--- src/rtl/shift_sequencer.sv ---
// ============================================================================
//  Module   : shift_sequencer
//  Brief    : Multi-position shift controller that steps a single-position
//             16-bit shifter once per clock, with a start/done handshake.
//  Revision : 1.0
// ============================================================================
`default_nettype none

// Single-position shifter: sel 0 = left (bit 15 out to overflow), 1 = right.
module shifter16 #(
  parameter int DATA_W = 16
) (
  input  logic [DATA_W-1:0] in_shift,
  input  logic              sel,
  output logic [DATA_W-1:0] out_shift,
  output logic              overflow
);
  always_comb begin
    out_shift = '0;
    overflow  = 1'b0;
    if (!sel) begin
      out_shift = {in_shift[DATA_W-2:0], 1'b0};
      overflow  = in_shift[DATA_W-1];
    end else begin
      out_shift = {1'b0, in_shift[DATA_W-1:1]};
    end
  end
endmodule

module shift_sequencer #(
  parameter int AMT_W  = 4,
  parameter int DATA_W = 16
) (
  input  logic              clk,
  input  logic              rst,
  input  logic              start,
  input  logic [DATA_W-1:0] a,
  input  logic              dir,
  input  logic [AMT_W-1:0]  amount,
  output logic              busy,
  output logic              done,
  output logic [DATA_W-1:0] result,
  output logic              overflow
);
  typedef enum logic [1:0] {
    IDLE  = 2'd0,
    SHIFT = 2'd1,
    DONE  = 2'd2
  } state_t;

  localparam logic [AMT_W-1:0] c_one = AMT_W'(1);

  state_t            r_state;
  state_t            w_next;
  logic [DATA_W-1:0] r_hold;
  logic              r_dir;
  logic [AMT_W-1:0]  r_count;
  logic              r_ovf;
  logic [DATA_W-1:0] w_shifted;
  logic              w_sh_ovf;
  logic              w_accept;

  shifter16 #(.DATA_W(DATA_W)) u_shifter (
    .in_shift  (r_hold),
    .sel       (r_dir),
    .out_shift (w_shifted),
    .overflow  (w_sh_ovf)
  );

  assign w_accept = (r_state == IDLE) && start;

  always_ff @(posedge clk or posedge rst) begin
    if (rst) r_state <= IDLE;
    else     r_state <= w_next;
  end

  always_comb begin
    w_next = r_state;
    busy   = 1'b0;
    done   = 1'b0;
    case (r_state)
      IDLE: begin
        if (start) w_next = (amount != '0) ? SHIFT : DONE;
      end
      SHIFT: begin
        busy = 1'b1;
        if (r_count == c_one) w_next = DONE;
      end
      DONE: begin
        busy   = 1'b1;
        done   = 1'b1;
        w_next = IDLE;
      end
      default: w_next = IDLE;
    endcase
  end

  // Holding register doubles as the result; it only moves on accept or in SHIFT.
  always_ff @(posedge clk or posedge rst) begin
    if (rst) begin
      r_hold  <= '0;
      r_dir   <= 1'b0;
      r_count <= '0;
      r_ovf   <= 1'b0;
    end else if (w_accept) begin
      r_hold  <= a;
      r_dir   <= dir;
      r_count <= amount;
      r_ovf   <= 1'b0;
    end else if (r_state == SHIFT) begin
      r_hold  <= w_shifted;
      r_ovf   <= r_ovf | w_sh_ovf;
      r_count <= r_count - c_one;
    end
  end

  assign result   = r_hold;
  assign overflow = r_ovf;
endmodule

`default_nettype wire

--- config.mk ---
export PLATFORM = sky130hd
export DESIGN_NAME = shift_sequencer
export DESIGN_NICKNAME = d
export VERILOG_FILES = /design/src/rtl/shift_sequencer.sv
export SDC_FILE = /design/constraint.sdc
export NUM_CORES = 1
export LEC_CHECK = 0
export CAP_MARGIN = 25
export CELL_PAD_IN_SITES_DETAIL_PLACEMENT = 0
export CELL_PAD_IN_SITES_GLOBAL_PLACEMENT = 1
export CORE_MARGIN = 8
export CORE_UTILIZATION = 37
export DETAILED_ROUTE_END_ITERATION = 10
export GPL_ROUTABILITY_DRIVEN = 0
export HOLD_SLACK_MARGIN = 0.02
export PLACE_DENSITY = 0.94
export REMOVE_ABC_BUFFERS = 1
export SYNTH_ARGS = -nofsm -noshare
export SYNTH_HDL_FRONTEND = slang
export SYNTH_SLANG_ARGS = --single-unit
--- constraint.sdc ---
create_clock -name clk -period 3.2 [get_ports clk]
set_input_delay 0.64 -clock clk [delete_from_list [all_inputs] [get_ports clk]]
set_output_delay 0.64 -clock clk [all_outputs]
set_load 0.02 [all_outputs]
* After elaboration in Yosys (flattened, before gate mapping) *
Index checks and enable logic that the tools add are counted.
Widths: inputs -> output; s select.

cells by class
  equal/unequal tests = 5
  add/subtract/negate cells = 1
  reduce and logical (&&, ||, !) cells = 6
  bitwise operators = 1
  multiplexer cells = 14

operators with widths
  operator             number
  $mux 16              3
  $mux 4               2
  $mux 2               3
  $mux 1               5
  $eq 4x1->1 const B   1
  $ne 2x2->1 const B   2
  $pmux 2 s2           1
  $reduce_bool 4->1    1
  $sub 4x1->4 const B  1
  $eq 2x1->1 const B   1
  $eq 2x2->1 const B   1
  $logic_not 2->1      1
  $reduce_and 2->1     1
  $reduce_bool 2->1    1
  $reduce_or 2->1      1
  $logic_and 1x1->1    1
  $or 1x1->1           1

storage, ports and cells
  bits of input ports = 24
  logic and storage cells = 32
  output and inout bits = 19
  register bits after elaboration = 24

* Logic depth before layout (Yosys ltp) *
  depth in word-level cells = 4
  depth in mapped cells = 7
  gate-level depth less buffers = 5

* By module *
Synthesis repeated with hierarchy kept, for this count alone.

unflattened totals
  cell total of the unflattened synthesis = 141
  area, all modules = 1460.2 um2

by module, submodules not included
  module           sequential area each (um2)  times used  cells an instance  area an instance (um2)
  shift_sequencer  600.6                       1           122                1219.9
  shifter16        0.0                         1           19                 240.2

* Least setup slack after synthesis *
Ideal clock, no wire load.

  path kind = register -> output
  from = reg r_state[0]
  to = out busy
  buffers on the path = 0
  data required time = 2560 ps
  arrival = 790 ps
  slack = 1770 ps
  cell stages (with the launch flop) = 3
  cells stage by stage = dfrtp_1 -> inv_1 -> ha_1

between the ends
  word-level cells in the longest chain between the ends = 3
  elaborated cells between the ends (all ways) = 4
  classes of those cells = 2 x eq/ne; 1 x mux; 1 x reduce/logical

RTL lines
  item                                      line  text
  start, declared                           53    state_t r_state;
  start signal, assigned                    74    else r_state <= w_next;
  $eq 2x1->1 or $eq 2x2->1 (tied branches)  81    case (r_state)
  $reduce_or 2->1 (no line) (*)             -
  $mux 1 (*)                                81
  end, declared                             40    output logic busy,

Mark *: on every way between the ends. The rest lies on a longest branch, timed or not.

* Worst setup path after layout *
Ends and elaborated chain as after synthesis.

==> impl_metrics.csv <==
group,metric,value,unit
cts,ctsHoldBuffers,0,
power_and_ir_drop,internal_power,1.20,mW
route,firstDrtPassIters,4,
timing,worst_hold_slack,513,ps
power_and_ir_drop,p_per_area,1080,mW/mm^2
timing,finalHoldViolations,0,
route,vias_per_cell,5.00,
cts,cts_tree,"yes",
floorplanning,die_h,77.0,microns
logic_synthesis,ys_types,27,
global_routing,gr-usage-met2,18.7,%
hold_path,min_from,"overflow$_DFFE_PP0P_",
logic_synthesis,ys_seq_area_share,43.6,%
power_and_ir_drop,pwr-share-comb,55.0,%
layout,syn_to_final_growth,36.7,%
global_routing,gr-total-overflow,0,
route,drt_iter0_drc,29,
power_and_ir_drop,p_leak,0.855,nW
timing,setup_ws,921,ps
outcome,status,"completed",
cts,cts_resized,0,
hold_path,hold_class,"reg -> reg",
timing,worst_slew_pin_slew,904,ps
timing,clock_skew,3.15,ps
worst_setup_path,crit_path_top_delay_cell,"clkdlybuf4s50_1",
route,routedWlPerCell,14.5,microns
route,finalWirelength,3300,microns
logic_synthesis,synth_fa_ha_area_share,4.54,%
global_routing,met3_usage,3.38,%
cts,clock_path_buffers,2,
timing,rsz0062_at_grt,"false",
global_routing,grt.total_usage,11.6,%
logic_synthesis,ys_seq_elements,24,
flow_run,maxCapViolations,0,
floorplanning,row_count,22,
floorplanning,io-pin-count,43,
logic_synthesis,synth_area,0.00138,sq mm
cts,root_buffer,"clkbuf_8",
power_and_ir_drop,clock_power_share,12.9,%
floorplanning,dieWidth,77.0,microns
timing,slew_headroom,39.7,%
global_routing,top_usage_layer,"met2",
logic_synthesis,synthMuxAreaShare,10.2,%
placed_design,place_ws,754,ps
worst_setup_path,r2r_end,"result[2]$_DFFE_PP0P_",
hold_path,min_to,"overflow$_DFFE_PP0P_",
worst_setup_path,path_class,"reg -> out",
cts,clock_sinks,24,
placed_design,hpwlAfterDp,2470,microns
worst_setup_path,crit_required,2560,ps
worst_setup_path,arrival,1640,ps
worst_setup_path,max_stage_delay,600,ps
timing,max_freq,439,MHz
cts,htree_levels,1,
floorplanning,start_util,37.9,%
worst_setup_path,critPathCaptureType,"output pin",
power_and_ir_drop,seq_power_share,32.1,%
global_routing,grt_pass1_vias,1230,
logic_synthesis,synth-simple-area-share,11.5,%
logic_synthesis,synth_xor_area_share,1.91,%
layout,n_antenna_cell,0,
timing,finalSetupViolations,0,
worst_setup_path,path_cells,"inv_1 -> ha_1 -> clkdlybuf4s50_1",
floorplanning,core,0.00363,sq mm
worst_setup_path,worstRegToRegCells,6,
timing,min_period_over_period,71.2,%
logic_synthesis,syn_area_per_cell,9.78,sq um
global_routing,grt_pass1_wl,5880,microns
hold_path,min_path_cells,2,
timing,post-route-min-period,2280,ps
logic_synthesis,synthCells,141,
timing,slew_violations,0,
worst_setup_path,crit_fanout,4,
cts,postCtsSetupRepairBufs,0,
global_routing,antenna_found_initial,0,
power_and_ir_drop,switching_power,0.839,mW
route,ant_nets,0,
power_and_ir_drop,vdd.ir_drop.worst,406,uV
layout,finish.utilization,51.9,%
logic_synthesis,synth_compound_gate_area_share,22.0,%
cts,clk_pin_slew,80,ps
global_routing,met1_usage,14.7,%
worst_setup_path,worstSetupStartpointType,"flop",
global_routing,grt_max_degree,25,
route,num_vias,1134,
placed_design,placed_cell_area,0.00181,sq mm
route,drc,0,
layout,nets,209,
layout,final_cell_area,0.00188,sq mm
logic_synthesis,yosysWarnings,0,
worst_setup_path,r2r_start,"r_state[0]$_DFFE_PP0P_",
power_and_ir_drop,switching_share,41.1,%
logic_synthesis,synth_top_family_by_area,"compound AO/OA/AOI/OAI gates",
worst_setup_path,r2r_slack,1180,ps
layout,drive_gt1_share,5.03,%
floorplanning,dieArea,0.00594,sq mm
placed_design,portBuffers,42,
timing,setup_tns,0,ps
cts,numCtsBuffers,3,
cts,clkLatencyLatePin,270,ps
[metrics by stage]
| stage | cells | total power, mW |
|---|---|---|
| after CTS | 227 | 2.07 |
| after global routing | 227 | 2.22 |
| final | 227 | 2.04 |
| after floorplan | 131 | 1.35 |
| after detailed placement | 223 | 1.79 |
| after global placement | 223 | 1.75 |
[metal layers]
layer	vias up	share of wire (%)	wire length, microns
met2	28	46	1520
met4	0	1.3	42
li1	569	-	-
met3	5	6.0	199
met1	532	47	1530
met5	-	0	0
[layout by cell type (no fill, tap or decap)]
master           instances
a21oi_1                  3
nor2b_1                  1
nor4_1                   1
and3_1                   1
o211ai_2                 1
nor4b_1                  1
a21o_1                  14
clkdlybuf4s50_1         42
o21ai_0                  6
nand2_1                 11
xor2_1                   1
a211oi_1                14
mux2i_1                 14
and2_1                   1
a22o_2                   1
xnor2_1                  2
a22oi_1                  1
buf_4                    2
bufinv_16                1
dfrtp_1                 24
or3b_4                   1
inv_1                    7
clkbuf_8                 3
nand3_1                  1
a221oi_1                 1
ha_1                     5
a211o_1                  1
nor2_1                  18
[cells in the mapped netlist]
master    count  share of area (%)
nand3_1       1               0.36
and3_1        1               0.45
nor2b_1       1               0.45
xnor2_1       2                1.3
a22oi_1       1               0.54
or3b_4        1               0.82
dfrtp_1      24                 44
a21oi_1       3                1.1
clkbuf_1      1               0.27
ha_1          5                4.5
inv_1         7                1.9
a22o_2        1               0.73
nor4_1        1               0.45
nand2_1      11                3.0
and2_1        1               0.45
mux2i_1      14                 10
xor2_1        1               0.64
o211ai_2      1               0.91
a21o_1       14                7.6
o21ai_0       6                2.2
nor2_1       18                4.9
a221oi_1      1               0.64
a211oi_1     14                7.6
buf_6         2                1.6
a211o_1       1               0.64
nor4b_1       1               0.64
buf_2         7                2.5
[cell type report]
cell class | count | area [sq um]
fill | 351 | 1750
clock inverter | 1 | 30.0
inverter | 7 | 26.3
multi-input combinational | 100 | 691
timing repair buffer | 44 | 435
clock buffer | 3 | 41.3
tap | 48 | 60.1
sequential | 24 | 601
[worst max-delay path by stage]
stage	startpoint	to	slack [ps]
6_report	r_state[0]$_DFFE_PP0P_	busy	920
5_1_grt	r_state[0]$_DFFE_PP0P_	busy	840
4_1_cts	r_state[0]$_DFFE_PP0P_	busy	920
3_5_place_dp	start	result[3]$_DFFE_PP0P_	750
3_3_place_gp	start	result[6]$_DFFE_PP0P_	790
2_1_floorplan	r_state[1]$_DFFE_PP0P_	r_count[3]$_DFFE_PP0P_	1300
[sequential cells by signal (all words and copies together) (netlist names)]
signal and count:
r_dir 1, result 16, r_count 4, r_state 2, overflow 1
[critical path, delay by kind of cell, from the launching register on]
family / cells / cell delay (ps)
adder cells (fa/ha/maj): 1 / 280
buffers and inverters: 2 / 680
flip-flops: 1 / 410
[power by group through the flow]
stage                     combinational (mW)  clock (mW)  sequential [mW]
after floorplan                        0.602           0            0.749
after global placement                  1.10           0            0.651
after detailed placement                1.13           0            0.664
after CTS                               1.14       0.270            0.658
after global routing                    1.24       0.284            0.688
final                                   1.12       0.264            0.655
[logic make-up after synthesis]
logic type               Yosys count
flip-flops                        24
AND/OR/NAND/NOR                   36
XOR/XNOR                           3
AO/OA/AOI/OAI                     42
multiplexers                      14
adder cells (fa/ha/maj)            5
buffers and inverters             17
Note: power is estimated with default switching activity, not from simulation.
